<file path="config.mk">
export PLATFORM = sky130hd
export DESIGN_NAME = uart_tx_arbiter
export DESIGN_NICKNAME = d
export VERILOG_FILES = /design/src/rtl/uart_pkg.sv /design/src/rtl/rr_pick.sv /design/src/rtl/uart_tx_arbiter.sv
export SDC_FILE = /design/constraint.sdc
export NUM_CORES = 1
export LEC_CHECK = 0
export CAP_MARGIN = 10
export CORE_ASPECT_RATIO = 0.6
export CORE_MARGIN = 3
export CORE_UTILIZATION = 23
export CTS_BUF_LIST = sky130_fd_sc_hd__clkbuf_16
export CTS_CLUSTER_DIAMETER = 100
export CTS_CLUSTER_SIZE = 10
export DETAILED_ROUTE_END_ITERATION = 8
export PLACE_DENSITY = 0.52
export SLEW_MARGIN = 5
export SYNTH_ARGS = -nofsm -noshare
export SYNTH_HDL_FRONTEND = slang
export SYNTH_SLANG_ARGS = --single-unit
export TNS_END_PERCENT = 20
</file>
<file path="constraint.sdc">
create_clock -name clk -period 2.25 [get_ports clk]
set_input_delay 0.45 -clock clk [delete_from_list [all_inputs] [get_ports clk]]
set_output_delay 0.45 -clock clk [all_outputs]
set_load 0.02 [all_outputs]
</file>
<file path="src/rtl/uart_pkg.sv">
// Shared definitions for the UART transmit arbiter slice.
//   arb_state_e : arbiter FSM encoding (IDLE, SEND, WAIT_DONE)
//   NREQ_DEF    : default number of requesters
//   DBIT_DEF    : default data bits per byte
//   idx_w()     : index width for n items, never narrower than 1 bit
package uart_pkg;

  localparam int unsigned NREQ_DEF = 4;
  localparam int unsigned DBIT_DEF = 8;

  typedef enum logic [1:0] {
    ST_IDLE      = 2'd0,
    ST_SEND      = 2'd1,
    ST_WAIT_DONE = 2'd2
  } arb_state_e;

  // $clog2 that stays usable as a vector width when n <= 1
  function automatic int unsigned idx_w(input int unsigned n);
    return (n > 1) ? $clog2(n) : 1;
  endfunction

endpackage

</file>
<file path="src/rtl/rr_pick.sv">
// Combinational round-robin winner search.
// Ports:
//   req       : request vector, one bit per requester
//   ptr       : index of the previous owner; search starts at ptr+1 mod NREQ
//   winner    : index of the first requesting slot found from the start point
//   any_valid : high when at least one request bit is set
module rr_pick import uart_pkg::*; #(
  parameter int unsigned NREQ = NREQ_DEF
) (
  input  logic [NREQ-1:0]           req,
  input  logic [idx_w(NREQ)-1:0]    ptr,
  output logic [idx_w(NREQ)-1:0]    winner,
  output logic                      any_valid
);

  localparam int unsigned IW = idx_w(NREQ);

  logic [IW-1:0] start;
  int unsigned   idx;

  // Modulo increment done by compare so non-power-of-2 NREQ wraps correctly
  always_comb begin
    start = (32'(ptr) >= (NREQ - 1)) ? '0 : ptr + IW'(1);
  end

  // Rotated priority scan: first set bit at or after start wins
  always_comb begin
    winner    = '0;
    any_valid = 1'b0;
    idx       = 0;
    for (int unsigned i = 0; i < NREQ; i++) begin
      idx = 32'(start) + i;
      if (idx >= NREQ) begin
        idx = idx - NREQ;
      end
      if (!any_valid && req[IW'(idx)]) begin
        winner    = IW'(idx);
        any_valid = 1'b1;
      end
    end
  end

endmodule

</file>
<file path="src/rtl/uart_tx_arbiter.sv">
// Packet-locked round-robin arbiter in front of a single UART transmitter.
// A requester that wins keeps the transmitter until its byte marked "last"
// has been shifted out, or until it stalls for TIMEOUT cycles.
// Ports:
//   clk, reset    : clock and asynchronous active-high reset
//   req_valid     : per-requester byte available
//   req_data      : flattened bytes, requester i at [i*DBIT +: DBIT]
//   req_last      : byte is the final byte of the requester's packet
//   req_ready     : one-hot accept strobe, combinational from state
//   tx_start      : one-cycle launch pulse for the transmitter
//   tx_din        : byte for the transmitter, held until tx_done_tick
//   tx_done_tick  : transmitter finished the current byte
//   grant_id      : current packet owner, meaningful while busy
//   busy          : arbiter is not in IDLE
module uart_tx_arbiter import uart_pkg::*; #(
  parameter int unsigned NREQ    = NREQ_DEF,
  parameter int unsigned DBIT    = DBIT_DEF,
  parameter int unsigned TIMEOUT = 1023
) (
  input  logic                     clk,
  input  logic                     reset,
  input  logic [NREQ-1:0]          req_valid,
  input  logic [NREQ*DBIT-1:0]     req_data,
  input  logic [NREQ-1:0]          req_last,
  output logic [NREQ-1:0]          req_ready,
  output logic                     tx_start,
  output logic [DBIT-1:0]          tx_din,
  input  logic                     tx_done_tick,
  output logic [idx_w(NREQ)-1:0]   grant_id,
  output logic                     busy
);

  localparam int unsigned IW = idx_w(NREQ);
  localparam int unsigned TW = idx_w(TIMEOUT + 1);

  arb_state_e     state_q, state_d;
  logic [IW-1:0]  grant_q, grant_d;
  logic [IW-1:0]  owner_q, owner_d;
  logic [DBIT-1:0] din_q, din_d;
  logic           start_q, start_d;
  logic           last_q, last_d;
  logic [TW-1:0]  tmo_q, tmo_d;
  logic [TW-1:0]  tmo_inc;

  logic [IW-1:0]  pick_idx;
  logic           pick_any;

  logic [DBIT-1:0] data_arr [NREQ];

  // Unflatten the request data bus
  for (genvar g = 0; g < NREQ; g++) begin : g_unpack
    assign data_arr[g] = req_data[g*DBIT +: DBIT];
  end

  // Next owner candidate, searched from the slot after the previous owner
  rr_pick #(
    .NREQ (NREQ)
  ) u_rr_pick (
    .req       (req_valid),
    .ptr       (owner_q),
    .winner    (pick_idx),
    .any_valid (pick_any)
  );

  // Saturating stall counter increment
  always_comb begin
    tmo_inc = (tmo_q == TW'(TIMEOUT)) ? tmo_q : tmo_q + TW'(1);
  end

  // State and datapath registers
  always_ff @(posedge clk or posedge reset) begin
    if (reset) begin
      state_q <= ST_IDLE;
      grant_q <= '0;
      owner_q <= IW'(NREQ - 1);
      din_q   <= '0;
      start_q <= 1'b0;
      last_q  <= 1'b0;
      tmo_q   <= '0;
    end else begin
      state_q <= state_d;
      grant_q <= grant_d;
      owner_q <= owner_d;
      din_q   <= din_d;
      start_q <= start_d;
      last_q  <= last_d;
      tmo_q   <= tmo_d;
    end
  end

  // Next-state and accept logic
  always_comb begin
    state_d   = state_q;
    grant_d   = grant_q;
    owner_d   = owner_q;
    din_d     = din_q;
    start_d   = 1'b0;
    last_d    = last_q;
    tmo_d     = tmo_q;
    req_ready = '0;

    case (state_q)
      ST_IDLE: begin
        if (pick_any) begin
          grant_d = pick_idx;
          tmo_d   = '0;
          state_d = ST_SEND;
        end
      end

      ST_SEND: begin
        req_ready[grant_q] = 1'b1;
        if (req_valid[grant_q]) begin
          din_d   = data_arr[grant_q];
          last_d  = req_last[grant_q];
          start_d = 1'b1;
          tmo_d   = '0;
          state_d = ST_WAIT_DONE;
        end else if (tmo_inc == TW'(TIMEOUT)) begin
          // Owner stalled too long: drop the lock and pass priority on
          owner_d = grant_q;
          tmo_d   = '0;
          state_d = ST_IDLE;
        end else begin
          tmo_d = tmo_inc;
        end
      end

      ST_WAIT_DONE: begin
        if (tx_done_tick) begin
          if (last_q) begin
            owner_d = grant_q;
            state_d = ST_IDLE;
          end else begin
            state_d = ST_SEND;
          end
        end
      end

      default: begin
        state_d = ST_IDLE;
      end
    endcase
  end

  assign tx_start = start_q;
  assign tx_din   = din_q;
  assign grant_id = grant_q;
  assign busy     = (state_q != ST_IDLE);

endmodule

</file>
==> results by group, run 1 <==
Outcome
  • Outcome: finished clean

Placement
  • Dpl ws: 0.0412 ns
  • Dpl cell area: 2760 µm²
  • Cell count after placement: 371
  • GP Congestion: 0.865
  • HPWL after detailed placement: 4150 µm
  • Port Buf Inserts: 58

Clock network
  • Clock root cell: clkbuf_16
  • Post-CTS setup buffer count: 0
  • CTS tree: built
  • CTS buffer count: 3
  • Worst-skew pair later-pin latency: 0.26 ns
  • Clock Sinks: 26
  • Worst-case clock buffer depth: 2
  • # hold bufs at CTS: 0
  • Worst-path clk slew: 0.07 ns
  • H-tree lvl count: 1

Die
  • Core Area: 7600 µm²
  • Top-level I/O count: 59
  • Die area: 9340 µm²
  • Die width: 123 µm
  • Die Y-Extent: 76.1 µm
  • Starting Density: 0.248
  • # rows: 24

Logic synthesis
  • Compound-Gate Fraction of Synth Area: 0.155
  • Post-Syn Nets: 238
  • Mapped Cells: 193
  • Share of the synthesized area in the top cell type: 0.319
  • XOR/XNOR share of the synthesized area: 0.0186
  • Syn. warnings: 0
  • Post-synth EDFFs: 0
  • Synth Area in Simple Gates: 0.203
  • Fraction of registers with async set/reset: 1.00
  • Post-synthesis mux area share: 0.224
  • Syn avg cell area: 9.76 µm²
  • Synth Cell Area: 1880 µm²
  • Sequential fraction of the synthesis area: 0.347
  • Main combinational cell family by area after synthesis: multiplexers
  • Distinct cells, synth: 49
  • Ranking of synthesized cells by instance count: dfrtp_1, nand2_1, nor2_1
  • Synth Area in Adders: 0.0133
  • Synth area leader: dfrtp_1
  • FF+latch count, synth: 26
  • Ranking of synthesized cells by area: dfrtp_1, mux4_2, mux2_2, nand2_1, dfstp_2
  • Most numerous cell in the Yosys netlist: dfrtp_1
  • Synth Flop Type: dfrtp_1

Run
  • Max-cap check violation count: 0

Final layout
  • Final instance area: 2930 µm²
  • Area Overhead vs Synth: 55.7%
  • Share of cells above drive strength 1: 0.262
  • Number of diodes: 0
  • Fin util: 0.386
  • Non-Filler Instances: 375
  • Final-stage net count: 317

Min path
  • Worst Hold Class: register to register

Pwr
  • Internal power: 2.06 mW
  • Combinational fraction of design power: 0.612
  • Peak supply drop: 0.614 mV
  • Net Switching: 1.24 mW
  • Switch share: 0.376
  • Reg power frac: 0.231
  • Leakage: 1.22 nW
  • Power Density: 1130 nW/µm²
  • Power Total: 3.30 mW
  • Clock power frac: 0.156

Worst setup path
  • CP startpoint kind: register
  • Crit path kind: register to register
  • Worst EP required: 2.40 ns
  • Crit. End Element: register
  • CP peak stage delay: 0.41 ns
  • Crit path max fanout: 5
  • Critical-path cell list: ha_4 > and2_1 > buf_4 > a31o_2 > a211oi_2 > o2111ai_4 > a31o_1 > a32o_1
  • Crit-path slowest cell: dfrtp_1
  • Critical path arrival: 2.31 ns

Routing
  • Final wirelength: 5400 µm
  • DR WL/cell: 14.4 µm
  • Vias per cell: 4.83
  • Drc violations: 0
  • First-iteration detailed-routing DRC count: 173
  • Vias: 1811
  • Antenna viol nets, final: 0
  • DR pass1 iterations: 4

STA
  • Fin Hold WS: 0.506 ns
  • Crit path time final: 2.16 ns
  • Final hold violations: 0
  • # setup viols final: 0
  • Max-slew headroom: 0.753
  • Setup ws final: 0.0890 ns
  • RSZ-0062 raised after global routing: true
  • Setup TNS: 0 ns
  • FMAX: 0.463 GHz
  • Max-slew violation count: 0
  • Slew @ Worst Pin: 0.368 ns
  • Tcrit/Tclk final: 0.960
  • Clk_skew: 0.00565 ns

Global route
  • Initial antenna violation count: 0
  • Gr ovfl total: 0
  • GR Util All Layers: 0.110
  • Number of global-route vias before repair: 1692
  • First-pass GRT wire length: 8380 µm
  • Largest net degree at the start of global routing: 27
cell type report:
cell class                      instances  area (µm²)
Fill cell                             758        4660
Multi-Input combinational cell        149        1210
Timing Repair Buffer                   86         813
Sequential cell                        26         656
Tap cell                              104         130
Clock buffer                            3        75.1
Clock inverter                          1        30.0
Inverter                                6        22.5
kinds of logic after synthesis:
group	count (synthesis)
flip-flops	26
AND/OR/NAND/NOR	74
adder cells (fa/ha/maj)	2
AO/OA/AOI/OAI	43
buffers and inverters	18
XOR/XNOR	4
multiplexers	26
flip-flops by register name (all words and copies together), names as in the netlist:
name      cells
tx_din        8
last_q        1
state_q       2
owner_q       2
tmo_q        10
tx_start      1
grant_id      2
cell usage in the layout, fill, tap and decap left out, types with 3 or more instances in the layout:
master	Yosys	routed
clkdlybuf4s50_1	0	54
buf_4	1	27
nand2_1	22	22
dfrtp_1	24	22
nor2_1	14	14
mux4_2	12	12
mux2_2	9	9
a21oi_1	7	7
a31oi_1	6	6
inv_1	6	6
o21ai_1	6	6
and2_1	7	5
mux2i_1	5	5
nand3_1	4	4
o31ai_1	4	4
dlymetal6s2s_1	0	4
nand2b_1	3	3
and3_1	4	3
nor3_1	3	3
o21ai_0	3	3
xnor2_1	3	3
o22ai_1	3	3
clkbuf_16	0	3
worst max-delay path, delay by kind of cell (launching register included):
family | cells | cell delay, ns
compound gates | 5 | 1.10
fa+ha+maj | 1 | 0.19
simple gates | 1 | 0.20
buf+inv | 1 | 0.15
flops | 1 | 0.41
layer usage:
metal,vias to the layer above,global-route usage,share of wire
li1,883,-,-
met1,840,0.184,0.51
met2,84,0.136,0.36
met3,4,0.0349,0.12
met4,0,0.0101,0.0024
met5,-,0,0
power by group through the flow:
stage | Clock, mW | Sequential (mW) | Combinational [mW]
4_1_cts | 0.537 | 0.759 | 1.99
3_5_place_dp | 0 | 0.766 | 1.98
5_1_grt | 0.559 | 0.792 | 2.21
3_3_place_gp | 0 | 0.764 | 1.99
2_1_floorplan | 0 | 0.873 | 1.09
6_report | 0.517 | 0.764 | 2.02
worst paths after layout:
kind | slack, ns | start | depth (start not counted) | endpoint
worst max-delay path | 0.09 | tmo_q[0]$_DFFE_PP0P_ | 8 | tmo_q[1]$_DFFE_PP0P_
worst min-delay path | 0.51 | tx_din[0]$_DFFE_PP0P_ | 1 | tx_din[0]$_DFFE_PP0P_
worst max register to register | 0.09 | tmo_q[0]$_DFFE_PP0P_ | 8 | tmo_q[1]$_DFFE_PP0P_
worst min register to register | 0.51 | tx_din[0]$_DFFE_PP0P_ | 1 | tx_din[0]$_DFFE_PP0P_
max in group asynchronous | 1.38 | reset | 3 | owner_q[0]$_DFFE_PP1P_
min in group asynchronous | 0.56 | reset | 3 | tx_din[0]$_DFFE_PP0P_
timing repair:
| action | 4_1_cts | 5_1_grt |
|---|---|---|
| gates resized for setup | 0 | 16 |
| endpoints found under the setup margin | 0 | 16 |
| endpoints found under the hold margin | 0 | 0 |
(Power assumes the default switching activity.)
==> inputs of run 2 (changes only) <==
CAP_MARGIN = 20   (was 10)
==> results of run 2 <==
No change in the layout: final DEF, timing and power equal those of run 1.
==> inputs of run 3 (changes only) <==
CORE_MARGIN = 2   (was 3)
==> results by group, run 3 (synthesized netlist as in run 1, its figures left out) <==
Routing
  • Drc violations: 0
  • Final wirelength: 5310 µm
  • Antenna viol nets, final: 0
  • Highest routed metal layer: met4
  • Vias per cell: 4.72
  • First-iteration detailed-routing DRC count: 147
  • DR WL/cell: 14.0 µm
  • Vias: 1788
  • Wl on met1: 2900 µm
  • DR pass1 iterations: 4
  • DR WL met3: 465 µm
  • Met2 WL: 1940 µm

Clock network
  • Post-CTS setup buffer count: 0
  • Worst-case clock buffer depth: 2
  • H-tree lvl count: 1
  • Worst-path clk slew: 0.07 ns
  • Clock Sinks: 26
  • CTS buffer count: 3
  • CTS tree: built
  • Worst-skew pair later-pin latency: 0.26 ns
  • Clock root cell: clkbuf_16

Placement
  • HPWL after detailed placement: 4110 µm
  • GP Congestion: 0.892
  • Port Buf Inserts: 58
  • Dpl cell area: 2770 µm²

STA
  • Clk_skew: 0.00504 ns
  • Tcrit/Tclk final: 0.952
  • Max-slew violation count: 0
  • RSZ-0062 raised after global routing: true
  • Fin Hold WS: 0.506 ns
  • FMAX: 0.467 GHz
  • Setup TNS: 0 ns
  • # setup viols final: 0
  • Slew @ Worst Pin: 0.342 ns
  • Final hold violations: 0
  • Crit path time final: 2.14 ns
  • Max-slew headroom: 0.772

Min path
  • Worst Hold Class: register to register

Worst setup path
  • CP startpoint kind: register
  • Critical-path cell list: and4_1 > a211oi_2 > nor4_1 > buf_4 > o2111ai_2 > a31o_1 > a32o_1
  • Critical path arrival: 2.29 ns
  • Crit path kind: register to register
  • CP peak stage delay: 0.50 ns
  • Crit. End Element: register
  • Worst EP required: 2.40 ns
  • Crit path max fanout: 8
  • Crit-path slowest cell: dfrtp_1

Pwr
  • Power Total: 3.24 mW
  • Power Density: 1110 nW/µm²
  • Peak supply drop: 0.444 mV
  • Leakage: 1.22 nW

Final layout
  • Largest Register: tmo_q
  • Largest register FFs: 10
  • FILL cells: 768
  • Area Overhead vs Synth: 55.5%
  • Most common cell after layout, fill and taps aside: clkdlybuf4s50_1
  • Final-stage net count: 317
  • Final instance area: 2930 µm²
  • Number of diodes: 0
  • Most frequent cells in the layout: clkdlybuf4s50_1, buf_4, dfrtp_1
  • Share of cells above drive strength 1: 0.251

Die
  • Die area: 8950 µm²
  • Core Area: 7910 µm²
  • Die width: 121 µm
  • Top-level I/O count: 59
  • Starting Density: 0.238
  • # rows: 25
  • Die Y-Extent: 74.1 µm

Global route
  • Initial antenna violation count: 0
  • Number of global-route vias before repair: 1597
  • Largest net degree at the start of global routing: 27
  • GR Util All Layers: 0.115
  • Gr ovfl total: 0
  • First-pass GRT wire length: 8200 µm

Outcome
  • Outcome: finished clean

Run
  • Max-cap check violation count: 0
## run 3: cell counts in the layout (fill, tap and decap cells not counted)
Identical to the previous run, type by type.
## run 3: final timing paths
path	cells past startpoint	from	slack [ns]	endpoint
setup / recovery	7	tmo_q[6]$_DFFE_PP0P_	0.11	tmo_q[1]$_DFFE_PP0P_
min in group asynchronous	3	reset	0.56	tmo_q[5]$_DFFE_PP0P_
hold / removal	1	tx_din[5]$_DFFE_PP0P_	0.51	tx_din[5]$_DFFE_PP0P_
hold reg to reg	1	tx_din[5]$_DFFE_PP0P_	0.51	tx_din[5]$_DFFE_PP0P_
max in group asynchronous	3	reset	1.39	owner_q[1]$_DFFE_PP1P_
setup reg to reg	7	tmo_q[6]$_DFFE_PP0P_	0.11	tmo_q[1]$_DFFE_PP0P_
## run 3: critical path: cells and delay by family, from the launching register on
family | cells | cell delay, ns
AOI/OAI and AO/OA | 4 | 0.73
DFF | 1 | 0.50
buffers and inverters | 1 | 0.17
and+or+nand+nor | 2 | 0.62
## run 3: layer usage
layer  vias up  GRT usage
met2        63      0.149
met5         -          0
met4         0     0.0116
met3         2     0.0391
met1       838      0.182
li1        885          -
## run 3: what timing repair did
| action | in CTS | in global routing |
|---|---|---|
| pin swaps | 0 | 2 |
| setup endpoints to repair | 4 | 15 |
| resized for setup | 1 | 11 |
| gates cloned | 0 | 0 |
| hold buffers | 0 | 0 |
## run 3: final cells by class
cell class / count / area [µm²] / area share
clock buffer: 3 / 75.1 / 0.0256
clock inverter: 1 / 30.0 / 0.0103
inverter: 6 / 22.5 / 0.00769
multi-input combinational: 149 / 1200 / 0.409
sequential: 26 / 653 / 0.223
tap: 108 / 135 / 0.0462
timing repair buffer: 86 / 813 / 0.278
## run 3: per-stage QoR
stage,instances,setup slack [ns],util
6_report,379,0.107,0.370
3_5_place_dp,375,-0.0403,0.350
4_1_cts,379,0.0421,0.364
2_1_floorplan,193,0.0496,-
5_1_grt,379,-0.00352,0.370
3_3_place_gp,375,0.0331,0.350
## run 3: power breakdown
group / switching [mW] / leakage (nW) / internal (mW)
Clock: 0.160 / 0.0511 / 0.354
Sequential: 0.120 / 0.328 / 0.641
Combinational: 0.940 / 0.842 / 1.03
